[config.mk]
export PLATFORM = sky130hd
export DESIGN_NAME = gf163_reduce
export DESIGN_NICKNAME = d
export VERILOG_FILES = /design/src/rtl/gf163_pkg.sv /design/src/rtl/gf163_fold.sv /design/src/rtl/gf163_reduce.sv
export SDC_FILE = /design/constraint.sdc
export NUM_CORES = 1
export LEC_CHECK = 0
export CORE_MARGIN = 2
export CORE_UTILIZATION = 56
export CTS_CLUSTER_DIAMETER = 100
export DETAILED_ROUTE_END_ITERATION = 12
export GPL_TIMING_DRIVEN = 0
export PLACE_DENSITY = 0.88
export SLEW_MARGIN = 20
export SYNTH_ARGS = -nofsm -noshare
export SYNTH_HDL_FRONTEND = slang
export SYNTH_HIERARCHICAL = 1
export SYNTH_SLANG_ARGS = --single-unit
export TNS_END_PERCENT = 100
[constraint.sdc]
create_clock -name clk_i -period 5.3 [get_ports clk_i]
set_input_delay 0.795 -clock clk_i [delete_from_list [all_inputs] [get_ports clk_i]]
set_output_delay 0.795 -clock clk_i [all_outputs]
set_load 0.05 [all_outputs]
[src/rtl/gf163_pkg.sv]
// Field constants and shared types for GF(2^163) reduction,
// f(x) = x^163 + x^7 + x^6 + x^3 + 1.
package gf163_pkg;

  localparam int unsigned M      = 163;
  localparam int unsigned PROD_W = 325;

  // Low-order taps of the pentanomial (x^163 is folded away).
  localparam int unsigned TAP_A = 7;
  localparam int unsigned TAP_B = 6;
  localparam int unsigned TAP_C = 3;
  localparam int unsigned TAP_D = 0;

  localparam int unsigned TAP_MAX = TAP_A;

  // Width of the high word folded in the first pass.
  localparam int unsigned FOLD_W  = PROD_W - M;
  // Bits that spill above x^162 after the first pass.
  localparam int unsigned SPILL_W = FOLD_W + TAP_MAX - M;

  typedef enum logic [1:0] {
    StIdle,
    StFold1,
    StFold2,
    StDone
  } state_e;

endpackage

[src/rtl/gf163_fold.sv]
// Combinational fold: hi_i * (x^7 + x^6 + x^3 + 1) over GF(2), carry-free.
module gf163_fold
  import gf163_pkg::*;
#(
  parameter int unsigned HiW = 1
) (
  input  logic [HiW-1:0]         hi_i,
  output logic [HiW+TAP_MAX-1:0] prod_o
);

  localparam int unsigned OutW = HiW + TAP_MAX;

  logic [OutW-1:0] hi_ext;

  assign hi_ext = {{TAP_MAX{1'b0}}, hi_i};
  assign prod_o = (hi_ext << TAP_A) ^ (hi_ext << TAP_B) ^
                  (hi_ext << TAP_C) ^ (hi_ext << TAP_D);

endmodule

[src/rtl/gf163_reduce.sv]
// Reduces a 325-bit GF(2)[x] product modulo f(x) = x^163+x^7+x^6+x^3+1 in two
// fold passes. Optional saturating handshake counter red_count_o is present
// only when GF163_REDUCE_CNT_EN is defined.
module gf163_reduce
  import gf163_pkg::*;
(
  input  logic              clk_i,
  input  logic              rst_i,
  input  logic              in_valid_i,
  output logic              in_ready_o,
  input  logic [PROD_W-1:0] c_in_i,
  output logic              out_valid_o,
  input  logic              out_ready_i,
`ifdef GF163_REDUCE_CNT_EN
  output logic [15:0]       red_count_o,
`endif
  output logic [M-1:0]      y_o
);

  localparam int unsigned F1W = FOLD_W + TAP_MAX;
  localparam int unsigned F2W = SPILL_W + TAP_MAX;

  state_e            state_q;
  logic [PROD_W-1:0] acc_q;
  logic [F1W-1:0]    fold1_prod;
  logic [F2W-1:0]    fold2_prod;

  gf163_fold #(
    .HiW (FOLD_W)
  ) u_fold1 (
    .hi_i   (acc_q[PROD_W-1:M]),
    .prod_o (fold1_prod)
  );

  gf163_fold #(
    .HiW (SPILL_W)
  ) u_fold2 (
    .hi_i   (acc_q[M+SPILL_W-1:M]),
    .prod_o (fold2_prod)
  );

  // Control FSM and accumulator: load, fold high word, fold spill, hold result.
  always_ff @(posedge clk_i) begin
    if (rst_i) begin
      state_q <= StIdle;
      acc_q   <= '0;
    end else begin
      unique case (state_q)
        StIdle: begin
          if (in_valid_i) begin
            acc_q   <= c_in_i;
            state_q <= StFold1;
          end
        end
        StFold1: begin
          acc_q   <= {{(PROD_W-F1W){1'b0}},
                      ({{(F1W-M){1'b0}}, acc_q[M-1:0]} ^ fold1_prod)};
          state_q <= StFold2;
        end
        StFold2: begin
          acc_q   <= {{(PROD_W-M){1'b0}},
                      (acc_q[M-1:0] ^ {{(M-F2W){1'b0}}, fold2_prod})};
          state_q <= StDone;
        end
        StDone: begin
          if (out_ready_i) state_q <= StIdle;
        end
        default: state_q <= StIdle;
      endcase
    end
  end

  assign in_ready_o  = (state_q == StIdle);
  assign out_valid_o = (state_q == StDone);
  assign y_o         = acc_q[M-1:0];

`ifdef GF163_REDUCE_CNT_EN
  logic [15:0] cnt_q;

  // Count completed output handshakes, saturating at all-ones.
  always_ff @(posedge clk_i) begin
    if (rst_i) begin
      cnt_q <= '0;
    end else if ((state_q == StDone) && out_ready_i && (cnt_q != 16'hFFFF)) begin
      cnt_q <= cnt_q + 16'd1;
    end
  end

  assign red_count_o = cnt_q;
`endif

endmodule

==> flow_metrics.tcl, run 1 <==
set metrics [dict create \
    grt_max_degree 14 \
    max_freq_mhz 341.5 \
    io_pins 494 \
    antenna_found_initial 12 \
    yosysTopAreaCell "dfxtp_1" \
    dp_hpwl_um 60550 \
    r2r-end "acc_q[144]" \
    synth.avg_cell_area_um2 8.632 \
    slew_viol_final 0 \
    start_util 0.5689 \
    yosysUniqueCellTypes 34 \
    cp.arrival_ns 2.13 \
    num-nets-final 3420 \
    htree_levels 2 \
    die_h_um 202.4 \
    postCtsHoldBufs 0 \
    synth-async-reset-ratio 0 \
    power_density_mw_per_mm2 779.0 \
    rrSetupSlack_ns 2.46 \
    ys_seq_area_frac 0.2970 \
    viasPerCell 6.333 \
    ys_top_cells_by_count "327 x dfxtp_1, 313 x xnor2_1, 177 x a21oi_1" \
    final-hold-violation-count 0 \
    slew_headroom 0.3443 \
    drtAntennaViolNets 0 \
    synth_edf_count 0 \
    rsz0062_at_grt "false" \
    drive_gt1_frac 0.1129 \
    port-buffer-count 492 \
    clkPwrFrac 0.122 \
    syn_inst 2553 \
    cts_buffers 38 \
    dpl_worst_slack_ns 2.495 \
    core_area_mm2 0.03874 \
    p_int_mw 11.29 \
    vias 23040 \
    clk_pin_slew_ns 0.06 \
    yosys.cell_count.top_type "dfxtp_1" \
    finalClockSkew_ns 0.009435 \
    min_period_ns 2.928 \
    finalSetupTns_ns 0 \
    synth_seq_cells 327 \
    worstPathRequired_ns 4.51 \
    wirelength_um 82300 \
    synth.top_cell.area_share 0.2970 \
    synth_flop_cell "dfxtp_1" \
    status "finished, final reports clean" \
    hold_slack_ns 0.4820 \
    syn_area_mm2 0.02204 \
    initialDrtViolationCount 2392 \
    setup_violations 0 \
    worst_slack_ns 2.372 \
    first_global_vias 22560 \
    place_congestion 1.008 \
    endpoint_kind "output pin" \
    cts-root-buf "clkbuf_16" \
    grt_pass1_wl_um 124800 \
    synth_nets 2888 \
    dpl-instance-area_mm2 0.02761 \
    die-area_mm2 0.04096 \
    die_w_um 202.4 \
    worst_pin_slew_ns 0.9836 \
    yosys-top-cells-area "dfxtp_1 30%, xnor2_1 12%, o211a_1 6.8%" \
    cp-endpoint "out_valid_o" \
    clock_sinks 327 \
    synth_warnings 6 \
    dr.pass1.iters 6 \
    grt_use_total 0.3812 \
    final_cell_area_mm2 0.02890 \
    vdd_drop_max_mv 0.4704 \
    r2r_cells 8 \
    num_rows 72 \
    p_comb_frac 0.667 \
    seqPwrFrac 0.210 \
    switchingPower_mw 11.22 \
    swShare 0.4986 \
    wl_per_cell_um 22.62 \
    p_leak_nw 10.73 \
    clock_latency_ns 0.54 \
    power_mw 22.51 \
    r2r-start "state_q[0]" \
    drc_errors 0 \
    grt.overflow.total 0 \
    crit_type "register to output pin" \
    finalCritPeriodShare 0.5525 \
    area_growth_pct 31.12 \
    post-cts-setup-buffers 0 \
    cp_max_fo 6 \
    ctsResizeCount 0 \
    holdCritPathClass "register to register" \
    maxCapViolCount 0 \
    clockBufferDepth 3 \
    startpoint_type "register" \
    worstSetupStartpoint "state_q[0]" \
    cts_tree "built" \
]
==> per-stage QoR <==
stage / utilization / std cells
6_report: 0.7460 / 3638
3_5_place_dp: 0.7128 / 3563
5_1_grt: 0.7458 / 3636
3_3_place_gp: 0.7128 / 3563
2_1_floorplan: - / 2553
4_1_cts: 0.7453 / 3627
==> power by group through the flow <==
stage / registers, mW / clock network [mW] / logic (mW)
finish: 4.74 / 2.75 / 15.0
floorplan: 4.37 / 0 / 11.0
global route: 4.86 / 2.82 / 15.9
global placement: 4.67 / 0 / 14.2
CTS: 4.69 / 2.73 / 14.7
detailed placement: 4.73 / 0 / 14.6
==> worst min-delay path by stage <==
stage / from / to / slack, ns / cells after the start
global route: acc_q[218] / acc_q[218] / 0.50 / 2
floorplan: acc_q[170] / acc_q[170] / 0.45 / 2
global placement: acc_q[189] / acc_q[189] / 0.46 / 2
detailed placement: acc_q[225] / acc_q[225] / 0.47 / 2
finish: acc_q[262] / acc_q[262] / 0.48 / 2
CTS: acc_q[262] / acc_q[262] / 0.48 / 2
==> flip-flops by register name, summed over array words and instances (netlist names) <==
| signal | count |
|---|---|
| acc_q | 325 |
| state_q | 2 |
==> critical path: stages, from the launching register on <==
cell and delay, ns:
dfxtp_1 0.46, ha_1 0.29, clkdlybuf4s50_1 0.84
==> cell families (layout without fill, tap and decap cells) <==
group           Yosys count  count (layout)  synth area share
simple gates            369             369            0.1046
xor+xnor                414             414            0.1659
buf+inv                 595            1151            0.1443
compound gates          842             842            0.2848
fa+ha+maj                 6               6          0.003406
other cells               0              11                 0
flops                   327             327            0.2970
==> cells in the final DEF, fill, tap and decap left out, types with 148 or more instances in the layout <==
| cell type | count |
|---|---|
| o211a_1 | 150 |
| nand4_1 | 156 |
| a32oi_1 | 150 |
| clkbuf_1 | 148 |
| xnor2_1 | 313 |
| buf_4 | 176 |
| o32ai_1 | 150 |
| nand2b_1 | 165 |
| a21oi_1 | 177 |
| dfxtp_1 | 327 |
| o21ai_0 | 157 |
| inv_1 | 153 |
| clkdlybuf4s50_1 | 492 |
==> area by class of cell <==
cell class              count  area, um^2
clock buffers              50        1077
multi-input cells        1631       12310
clock inverters            14       180.2
inverters                 154       578.1
plain buffers             441        2601
flip-flops and latches    327        6546
fillers                  2763        9841
repair buffers            492        4925
well taps                 518       648.1
diodes                     11       27.53
==> layer usage <==
| layer | track usage | routed length, um | up-vias |
|---|---|---|---|
| met1 | 0.4684 | 30880 | 10940 |
| met5 | 0 | 37 | - |
| met4 | 0.2278 | 5199 | 6 |
| met3 | 0.07336 | 8288 | 312 |
| met2 | 0.6200 | 37890 | 1529 |
| li1 | - | - | 10250 |
No activity file was read; power rests on OpenSTA's default activity.
==> run 2: changes to the inputs <==
--- a/config.mk
+++ b/config.mk
@@ -6,11 +6,11 @@
 export NUM_CORES = 1
 export LEC_CHECK = 0
 export CORE_MARGIN = 2
-export CORE_UTILIZATION = 56
+export CORE_UTILIZATION = 47
 export CTS_CLUSTER_DIAMETER = 100
 export DETAILED_ROUTE_END_ITERATION = 12
 export GPL_TIMING_DRIVEN = 0
-export PLACE_DENSITY = 0.88
+export PLACE_DENSITY = 0.78
 export SLEW_MARGIN = 20
 export SYNTH_ARGS = -nofsm -noshare
 export SYNTH_HDL_FRONTEND = slang
==> constraint.sdc (replaced) <==
create_clock -name clk_i -period 2.4 [get_ports clk_i]
set_input_delay 0.36 -clock clk_i [delete_from_list [all_inputs] [get_ports clk_i]]
set_output_delay 0.36 -clock clk_i [all_outputs]
set_load 0.05 [all_outputs]
==> flow_metrics.tcl, run 2 (synthesized netlist as in run 1, its figures left out) <==
set metrics [dict create \
    clock_latency_ns 0.56 \
    layout_commonest_cell "clkdlybuf4s50_1" \
    cp_max_fo 10 \
    maxCapViolCount 0 \
    area_growth_pct 32.42 \
    fillers 3868 \
    die_h_um 220.5 \
    num_rows 79 \
    status "finished, final reports clean" \
    crit_type "register to register" \
    drc_errors 0 \
    slew_headroom 0.3784 \
    seqPwrFrac 0.208 \
    htree_levels 2 \
    num-nets-final 3422 \
    seq_area_mm2 0.006548 \
    holdCritPathClass "primary input to register" \
    cp-endpoint "acc_q[73]" \
    post-route-util 0.6282 \
    p_comb_frac 0.663 \
    endpoint_kind "register" \
    wl_per_cell_um 22.26 \
    crit_chain "inv_1 -> ha_1 -> buf_2 -> nand2_2 -> buf_6 -> clkbuf_1 -> o211a_1 -> o32ai_1" \
    power_mw 50.18 \
    worst_pin_slew_ns 0.9323 \
    cp_top_family "buffers and inverters" \
    clkPwrFrac 0.129 \
    crit_buf_inv 4 \
    first_global_vias 21840 \
    start_util 0.4744 \
    final-hold-violation-count 0 \
    wirelength_um 83040 \
    largest_reg_flops 325 \
    die_w_um 220.5 \
    post-cts-setup-buffers 0 \
    cts_tree "built" \
    clockBufferDepth 3 \
    postCtsHoldBufs 0 \
    finalClockSkew_ns 0.01517 \
    dpl-instance-area_mm2 0.02772 \
    p_int_mw 25.39 \
    power_density_mw_per_mm2 1719 \
    slew_viol_final 0 \
    setup_violations 0 \
    grt.overflow.total 0 \
    antenna_found_initial 13 \
    max_freq_mhz 431.5 \
    grt_use_total 0.3224 \
    r2r-end "acc_q[73]" \
    swShare 0.4940 \
    crit_slowest_cell "dfxtp_1" \
    clk_pin_slew_ns 0.06 \
    min_period_ns 2.317 \
    startpoint_type "register" \
    rrSetupSlack_ns 0.08 \
    switchingPower_mw 24.79 \
    top_regs "acc_q x325, state_q x2" \
    port-buffer-count 492 \
    io_pins 494 \
    r2r-start "state_q[1]" \
    top_register "acc_q" \
    multiInputGateArea_mm2 0.01232 \
    clock_sinks 327 \
    dr.pass1.iters 6 \
    viasPerCell 6.059 \
    grt_max_degree 13 \
    initialDrtViolationCount 2289 \
    cp_num_cells 8 \
    dp_hpwl_um 61810 \
    drtAntennaViolNets 0 \
    vias 22610 \
    finalCritPeriodShare 0.9656 \
    p_leak_nw 10.86 \
    core_area_mm2 0.04646 \
    final_cell_mix "490 x clkdlybuf4s50_1, 326 x dfxtp_1, 313 x xnor2_1" \
    place_congestion 0.9614 \
    finalSetupTns_ns 0 \
    final_cell_area_mm2 0.02918 \
    cts_buffers 40 \
    vdd_drop_max_mv 1.076 \
    cp.arrival_ns 2.74 \
    rsz0062_at_grt "false" \
    cpPeakStageDelay_ns 0.41 \
    cts-root-buf "clkbuf_16" \
    worstPathRequired_ns 2.82 \
    r2r_cells 8 \
    die-area_mm2 0.04864 \
    grt_pass1_wl_um 122800 \
    drive_gt1_frac 0.1221 \
    worstSetupStartpoint "state_q[1]" \
    min_from "c_in_i[180]" \
]
-- run 2: area by class of cell --
cell class / count / share of cell area
multi-input combinational: 1631 / 0.4220
sequential: 327 / 0.2244
timing repair buffer: 492 / 0.1687
buffer: 441 / 0.09115
clock buffer: 58 / 0.04180
tap: 607 / 0.02602
inverter: 154 / 0.01981
clock inverter: 10 / 0.005230
antenna: 11 / 0.0009432
-- run 2: what timing repair did --
action | in CTS | in global routing
setup endpoints to repair | 160 | 247
resized for setup | 10 | 44
pin swaps | 0 | 0
endpoints found under the hold margin | 0 | 0
-- run 2: worst min-delay path by stage --
stage,to,slack [ns],depth (start not counted)
after global routing,acc_q[185],0.41,3
final,acc_q[180],0.40,3
after CTS,acc_q[180],0.38,3
after detailed placement,acc_q[189],0.47,2
after global placement,acc_q[225],0.46,2
after floorplan,acc_q[170],0.45,2
-- run 2: metrics by stage --
stage / setup WS, ns / hold WS, ns / std cells
after global placement: -0.2366 / 0.4595 / 3652
after global routing: 0.002918 / 0.4108 / 3730
after detailed placement: -0.2756 / 0.4711 / 3652
after floorplan: 0.4454 / 0.4488 / 2553
final: 0.08260 / 0.3980 / 3731
after CTS: 0.008367 / 0.3836 / 3720
-- run 2: metal layers --
metal	global-route usage	up-vias	wire length, um
li1	-	10250	-
met1	0.4127	10900	33200
met2	0.5194	1231	38250
met3	0.05361	221	7324
met4	0.1738	4	4243
met5	0	-	28
-- run 2: power by group through the flow --
| stage | registers, mW | clock network, mW | logic [mW] |
|---|---|---|---|
| global placement | 10.3 | 0 | 31.7 |
| CTS | 10.4 | 6.48 | 32.6 |
| detailed placement | 10.5 | 0 | 32.4 |
| global route | 10.7 | 6.69 | 35.2 |
| finish | 10.5 | 6.45 | 33.3 |
| floorplan | 9.66 | 0 | 24.2 |
-- run 2: tightest hold or removal path: stages --
cell	delay (ns)
clkdlybuf4s50_1	0.40
nand4_1	0.09
a21oi_1	0.06
